<file path="config.mk">
export PLATFORM = sky130hd
export DESIGN_NAME = mem_port_arbiter
export DESIGN_NICKNAME = d
export VERILOG_FILES = /design/src/rtl/mem_arb_pkg.sv /design/src/rtl/rd_tag_pipe.sv /design/src/rtl/mem_port_arbiter.sv
export SDC_FILE = /design/constraint.sdc
export NUM_CORES = 1
export LEC_CHECK = 0
export ABC_AREA = 1
export CAP_MARGIN = 20
export CORE_MARGIN = 3
export CORE_UTILIZATION = 40
export CTS_CLUSTER_DIAMETER = 120
export DETAILED_ROUTE_END_ITERATION = 8
export DONT_BUFFER_PORTS = 1
export GPL_TIMING_DRIVEN = 0
export MAX_ROUTING_LAYER = met4
export PLACE_DENSITY_LB_ADDON = 0.08
export SETUP_SLACK_MARGIN = 0.15
export SYNTH_ARGS = -nofsm -noshare
export SYNTH_HDL_FRONTEND = slang
export SYNTH_HIERARCHICAL = 1
export SYNTH_SLANG_ARGS = --single-unit
export TNS_END_PERCENT = 5
</file>
<file path="constraint.sdc">
create_clock -name clk -period 1.5 [get_ports clk]
set_input_delay 0.375 -clock clk [delete_from_list [all_inputs] [get_ports clk]]
set_output_delay 0.375 -clock clk [all_outputs]
set_load 0.01 [all_outputs]
</file>
<file path="src/rtl/mem_arb_pkg.sv">
// Shared definitions for the memory port arbiter.
//   owner_e  : which requester owns an access (IF = 0, LS = 1)
//   RD_LAT_MIN / RD_LAT_MAX : supported read-latency range
//   rd_tag_t : per-cycle read tag {valid, owner} carried down the tag pipe
package mem_arb_pkg;

  typedef enum logic {
    OWN_IF = 1'b0,
    OWN_LS = 1'b1
  } owner_e;

  localparam int unsigned RD_LAT_MIN = 1;
  localparam int unsigned RD_LAT_MAX = 3;

  typedef struct packed {
    logic   valid;
    owner_e owner;
  } rd_tag_t;

endpackage

</file>
<file path="src/rtl/rd_tag_pipe.sv">
// Read-tag delay line: RD_LAT-deep shift register of {valid, owner} tags.
// Ports:
//   clk      : clock
//   rst_n    : asynchronous active-low clear (flushes all in-flight tags)
//   tag_in   : tag for the access granted this cycle
//   tag_head : tag for the access whose read data is on mem_q this cycle
module rd_tag_pipe
  import mem_arb_pkg::*;
#(
  parameter int unsigned RD_LAT = 1
) (
  input  logic    clk,
  input  logic    rst_n,
  input  rd_tag_t tag_in,
  output rd_tag_t tag_head
);

  // Out-of-range latencies are clamped so the pipe always elaborates.
  localparam int unsigned DEPTH = (RD_LAT < RD_LAT_MIN) ? RD_LAT_MIN :
                                  (RD_LAT > RD_LAT_MAX) ? RD_LAT_MAX : RD_LAT;

  rd_tag_t stage [DEPTH];

  always_ff @(posedge clk or negedge rst_n) begin
    if (!rst_n) begin
      for (int unsigned i = 0; i < DEPTH; i++) stage[i] <= '0;
    end else begin
      stage[0] <= tag_in;
      for (int unsigned i = 1; i < DEPTH; i++) stage[i] <= stage[i-1];
    end
  end

  assign tag_head = stage[DEPTH-1];

endmodule

</file>
<file path="src/rtl/mem_port_arbiter.sv">
// Shares the single-port processor memory between instruction fetch (IF)
// and the load/store unit (LS). At most one access is granted per cycle;
// read returns are steered back to the issuing requester RD_LAT cycles later.
// Build option: MEM_ARB_LS_PRIORITY_EN -- when defined, LS wins every
// conflict (fixed priority); otherwise conflicts are resolved round-robin.
// Ports:
//   clk, rst                       : clock, asynchronous active-low reset
//   if_req/if_addr                 : fetch read request
//   if_gnt/if_rvalid/if_rdata      : fetch accept, read return
//   ls_req/ls_we/ls_addr/ls_wdata  : load/store request
//   ls_gnt/ls_rvalid/ls_rdata      : load/store accept, load return
//   mem_address/mem_data/mem_wren  : memory drive
//   mem_q                          : memory read data
module mem_port_arbiter
  import mem_arb_pkg::*;
#(
  parameter int unsigned ADDR_W = 16,
  parameter int unsigned DATA_W = 32,
  parameter int unsigned RD_LAT = 1
) (
  input  logic              clk,
  input  logic              rst,
  input  logic              if_req,
  input  logic [ADDR_W-1:0] if_addr,
  output logic              if_gnt,
  output logic              if_rvalid,
  output logic [DATA_W-1:0] if_rdata,
  input  logic              ls_req,
  input  logic              ls_we,
  input  logic [ADDR_W-1:0] ls_addr,
  input  logic [DATA_W-1:0] ls_wdata,
  output logic              ls_gnt,
  output logic              ls_rvalid,
  output logic [DATA_W-1:0] ls_rdata,
  output logic [ADDR_W-1:0] mem_address,
  output logic [DATA_W-1:0] mem_data,
  output logic              mem_wren,
  input  logic [DATA_W-1:0] mem_q
);

  logic              grant_if;
  logic              grant_ls;
  rd_tag_t           tag_in;
  rd_tag_t           tag_head;
  logic [DATA_W-1:0] if_rdata_q;
  logic [DATA_W-1:0] ls_rdata_q;

  // Grants are forced low while reset is held so nothing reaches memory.
`ifdef MEM_ARB_LS_PRIORITY_EN
  always_comb begin
    grant_if = 1'b0;
    grant_ls = 1'b0;
    if (rst) begin
      grant_ls = ls_req;
      grant_if = if_req && !ls_req;
    end
  end
`else
  owner_e last_owner;
  owner_e last_owner_nxt;

  always_ff @(posedge clk or negedge rst) begin
    if (!rst) last_owner <= OWN_LS;
    else      last_owner <= last_owner_nxt;
  end

  always_comb begin
    grant_if       = 1'b0;
    grant_ls       = 1'b0;
    last_owner_nxt = last_owner;
    if (rst) begin
      if (if_req && ls_req) begin
        if (last_owner == OWN_LS) grant_if = 1'b1;
        else                      grant_ls = 1'b1;
      end else begin
        grant_if = if_req;
        grant_ls = ls_req;
      end
      if (grant_if)      last_owner_nxt = OWN_IF;
      else if (grant_ls) last_owner_nxt = OWN_LS;
    end
  end
`endif

  assign if_gnt = grant_if;
  assign ls_gnt = grant_ls;

  always_comb begin
    mem_address = '0;
    mem_data    = '0;
    mem_wren    = 1'b0;
    if (grant_if) begin
      mem_address = if_addr;
    end else if (grant_ls) begin
      mem_address = ls_addr;
      mem_data    = ls_wdata;
      mem_wren    = ls_we;
    end
  end

  always_comb begin
    tag_in       = '0;
    tag_in.valid = grant_if || (grant_ls && !ls_we);
    tag_in.owner = grant_ls ? OWN_LS : OWN_IF;
  end

  rd_tag_pipe #(
    .RD_LAT (RD_LAT)
  ) u_rd_tag_pipe (
    .clk      (clk),
    .rst_n    (rst),
    .tag_in   (tag_in),
    .tag_head (tag_head)
  );

  assign if_rvalid = tag_head.valid && (tag_head.owner == OWN_IF);
  assign ls_rvalid = tag_head.valid && (tag_head.owner == OWN_LS);

  // Each side keeps its last returned word so the other side's return
  // does not disturb it.
  always_ff @(posedge clk or negedge rst) begin
    if (!rst) begin
      if_rdata_q <= '0;
      ls_rdata_q <= '0;
    end else begin
      if (if_rvalid) if_rdata_q <= mem_q;
      if (ls_rvalid) ls_rdata_q <= mem_q;
    end
  end

  assign if_rdata = if_rvalid ? mem_q : if_rdata_q;
  assign ls_rdata = ls_rvalid ? mem_q : ls_rdata_q;

endmodule

</file>
==> reports/summary.txt <==
ANT nets after route: 0
Final worst path period share: 116%
Maximum vdd ir drop: 0.498 mV
Hold slack: -0.273 ns
Drt drc: 0
CTS root buffer: clkbuf_8
Post-Syn Area per Cell: 8.20 um^2
Pre-antenna DRT Iters: 4
Fill cell count: 660
Via count: 2570
Final HPWL DP: 6800 um
Worst Max-Slew Pin Slew: 0.331 ns
Worst Skew: 0.0102 ns
Max Slew Vio Count: 0
Vias in the first global route: 2593
Worst Path Arrival: 1.36 ns
Starting density of the core: 42.2%
Synth cell types: 16
WP data required: 1.12 ns
# diodes: 0
Final Non-Filler Cells: 504
F_max: 575 MHz
Tmin final: 1.74 ns
Worst skew pair latency: 0.34 ns
Overall Power: 5.77 mW
Hold Vio Cnt, Final: 67
Critical path class: reg2out
GR Overflow Total: 0
Headroom to the max-slew limit: 77.9%
TritonCTS Buffers: 9
Critical Path Stages: 5
Crit path cell chain: inv_2 -> nand2_4 -> buf_6 -> nand3_1 -> nand2_2
Worst Setup End Kind: primary output
Die width: 94.6 um
IO Port Bufs: 0
Core area: 0.00745 mm^2
Startpoint types: flop
Die area: 0.00895 mm^2
Lkg Pwr: 2.15 nW
Failing checks: hold timing, setup timing
Fin util: 56.9%
Top delay family on crit path: flip-flops
Post-route setup TNS: -22.57 ns
H-tree Lvls: 3
Pwr Density: 1360 mW/mm^2
Status: finished, violations left
Post-route setup slack: -0.238 ns
Worst-path clk slew: 0.07 ns
Global Route Usage Sum: 21.0%
Final #Nets: 503
Setup violators final: 117
Site Rows: 31
Drt via density: 5.10
Die Y: 94.6 um
Longest Clk Path Bufs: 2
Cell Area, Synth: 0.00314 mm^2
Drt initial violations: 39
Buf+Inv Stages, Crit Path: 2
Layout cells sized above 1: 38.0%
WL/cell: 18.9 um
Routability cong.: 0.778
CP peak stage delay: 0.56 ns
Initial antenna violation count: 0
Critical R2R Launch: u_rd_tag_pipe/tag_head[0]$_DFF_PN0_
Largest net degree at the start of global routing: 70
CP max-delay cell: dfstp_2
Num ports: 218
Register area: 0.00168 mm^2
Post-synthesis sequential area ratio: 53.4%
Yosys warning count: 6
Total clock sinks: 67
Cells after Synth: 383
Max-cap violations: 0
First-pass GRT wire length: 13800 um
Worst-path maximum fanout: 5
RSZ-0062 raised after global routing: yes
R2R cell count: 6
Cells after DPL: 482
Total wire length: 9540 um
Seq cells post-synth: 67
Worst min path class: in2async
CP startpoint: last_owner$_DFFE_PN1P_
Layout area overhead: 34.9%
Mapped Nets: 484
TritonCTS clock tree: done
Area of the multi-input gates: 0.00158 mm^2
==> synth_stat cells <==
library cell | n | area share, %
nand2_1 | 86 | 10
inv_1 | 72 | 8.6
dfrtp_1 | 66 | 53
o21ai_1 | 46 | 7.3
nand3_1 | 33 | 5.3
nor2_1 | 29 | 3.5
o21ai_0 | 19 | 3.0
buf_6 | 14 | 5.0
buf_4 | 5 | 1.2
nor2_2 | 4 | 0.80
nand2_2 | 3 | 0.60
clkbuf_1 | 2 | 0.24
clkinv_4 | 1 | 0.28
dfstp_2 | 1 | 0.84
inv_2 | 1 | 0.12
nand2_4 | 1 | 0.36
==> power by group <==
group	leakage (nW)	total (mW)	internal, mW	switching [mW]
clock network	0.0843	1.32	0.670	0.647
logic	1.25	2.00	0.692	1.30
registers	0.816	2.46	2.31	0.154
total	2.15	5.77	3.67	2.10
==> through the flow <==
step                setup WS (ns)  cell area, um^2
floorplan                   0.147             3170
global placement          -0.0383             3290
detailed placement         -0.121             3290
CTS                        -0.258             4050
global route               -0.308             4240
finish                     -0.238             4240
==> repair_timing <==
action | 4_1_cts | 5_1_grt
cloned | 1 | 3
resized for setup | 142 | 31
endpoints found under the hold margin | 67 | 67
pin swaps | 6 | 5
setup endpoints to repair | 120 | 117
buffers inserted | 4 | 0
==> sequential cells by signal, indices dropped and copies added (netlist names) <==
| signal | cells |
|---|---|
| last_owner | 1 |
| if_rdata_q | 32 |
| ls_rdata_q | 32 |
| u_rd_tag_pipe/tag_head | 2 |
==> cells by family after synthesis <==
kind of cell           after synthesis  share of synthesized area, %
AO/OA/AOI/OAI                       65                          10.4
buffers and inverters               95                          15.5
flip-flops                          67                          53.4
AND/OR/NAND/NOR                    156                          20.8
==> layout by cell type (no fill, tap or decap), types with 2 or more instances in the layout <==
cell | synthesis | final
inv_1 | 72 | 69
dfrtp_1 | 66 | 66
nand2_1 | 86 | 55
nand3_1 | 33 | 33
o21ai_4 | 0 | 33
o21ai_2 | 0 | 31
nand2_2 | 3 | 30
nor2_1 | 29 | 26
clkbuf_8 | 0 | 11
buf_8 | 0 | 8
nor2_2 | 4 | 7
buf_4 | 5 | 6
buf_12 | 0 | 6
buf_6 | 14 | 5
inv_2 | 1 | 4
nand2_4 | 1 | 4
clkbuf_16 | 0 | 2
==> metal layers <==
metal,GRT usage (%),vias up,wire length (um)
met3,6.06,15,622
met4,6.61,0,180
met5,-,-,0
met1,22.3,1226,3460
met2,37.6,121,5270
li1,-,1208,-
==> layout make-up <==
cell class	count	area share [%]
Tap cell	99	2.92
Timing Repair Buffer	8	2.57
Clock inverter	2	0.295
Buffer	21	6.97
Sequential cell	67	39.6
Inverter	74	6.68
Clock buffer	12	3.66
Multi-Input combinational cell	221	37.3
==> worst paths after layout <==
| path | slack [ns] | endpoint |
|---|---|---|
| setup / recovery | -0.24 | mem_address[8] |
| hold / removal | -0.27 | if_rdata_q[9]$_DFF_PN0_ |
| setup reg to reg | 0.35 | if_rdata_q[11]$_DFF_PN0_ |
| hold reg to reg | 0.51 | if_rdata_q[30]$_DFF_PN0_ |
| max in group asynchronous | 1.59 | last_owner$_DFFE_PN1P_ |
| min in group clk | 0.23 | u_rd_tag_pipe/tag_head[1]$_DFF_PN0_ |
Power figures use the tool's default switching activity.
==> variant, RTL diff (config.mk and constraints unchanged) <==
Build with the macro `MEM_ARB_LS_PRIORITY_EN` defined.
--- a/src/rtl/mem_port_arbiter.sv
+++ b/src/rtl/mem_port_arbiter.sv
@@ -11,6 +11,8 @@
 //   ls_gnt/ls_rvalid/ls_rdata      : load/store accept, load return
 //   mem_address/mem_data/mem_wren  : memory drive
 //   mem_q                          : memory read data
+`define MEM_ARB_LS_PRIORITY_EN
+
 module mem_port_arbiter
   import mem_arb_pkg::*;
 #(
Formal check against the unedited RTL: not equivalent (Yosys sat finds a counterexample within 4 cycles, from zero or initial values and one cycle with rst low).
==> variant against the original RTL <==
Die area decreased by 3.0%. Final area decreased by 2.2%. Clock power increased by 27%. Critical path depth unchanged. Global-route usage decreased by 0.27 points. Synthesized area decreased by 3.2%. Combinational power decreased by 34%. Sequential cell count decreased by 1. The run still ends with hold timing, setup timing left. Core utilization decreased by 0.38 points. Via count increased by 4.1%. Worst setup slack got worse by 0.0029 ns. Wire length decreased by 1.6%. Total power decreased by 9.1%. First-iteration DRC count increased by 59%.
==> variant: results <==
export IMPL_crit_fanout=6
export IMPL_multi_input_gates=279
export IMPL_syn_nets=506
export IMPL_hold_slack_ns=-0.2826
export IMPL_final_clk_cell_share_pct=5.438
export IMPL_dpl_worst_slack_ns=-0.01553
export IMPL_status="finished with violations"
export IMPL_yosys_top_cells_count="nand2_1 (224), dfrtp_1 (66), inv_1 (34), nor2_1 (33)"
export IMPL_buffers=28
export IMPL_inverters=39
export IMPL_worst_slack_ns=-0.2407
export IMPL_crit_path_max_incr_delay_ns=0.45
export IMPL_setup_tns_ns=-11.61
export IMPL_setup_viol=65
export IMPL_rr_startpoint="u_rd_tag_pipe/tag_head[1]"
export IMPL_hold_viol_final=66
export IMPL_irDropWorstVdd_mv=0.6202
export IMPL_ys_ff_latch=66
export IMPL_grt_pass1_wl_mm=13.37
export IMPL_grt_max_degree=68
export IMPL_violations="hold timing, setup timing"
export IMPL_place_congestion=0.8168
export IMPL_buffer_area_share_pct=8.218
export IMPL_worstMarginPinSlew_ns=0.2871
export IMPL_first_iter_violations=62
export IMPL_rrSetupSlack_ns=0.38
export IMPL_crit_slowest_cell="dfrtp_2"
export IMPL_grt_usage_pct=20.75
export IMPL_ys_seq_area_share_pct=54.32
[variant: cell types whose count changed after synthesis, moves of 11 or more]
cell,delta
nand2_1,+138
o21ai_1,-46
inv_1,-38
nand3_1,-32
o21ai_0,-18
buf_2,+16
nand4_1,+16
buf_6,-11
[variant: power by group through the flow]
stage,clock [mW],combinational [mW],sequential (mW)
2_1_floorplan,0,0.797,2.27
5_1_grt,1.80,1.44,2.29
4_1_cts,1.71,1.21,2.26
3_5_place_dp,0,0.995,2.29
3_3_place_gp,0,0.979,2.28
6_report,1.67,1.32,2.26
[variant: timing repair]
action | CTS | global route
cloned | 2 | 1
gates resized for setup | 111 | 105
setup buffers | 4 | 0
hold endpoints to repair | 66 | 66
pin swaps | 3 | 25
endpoints found under the setup margin | 106 | 112
[variant: metal layers]
metal | vias to the layer above | wire [um]
met5 | - | 0
met4 | 0 | 143
met3 | 13 | 816
met2 | 133 | 5055
met1 | 1286 | 3375
li1 | 1243 | -
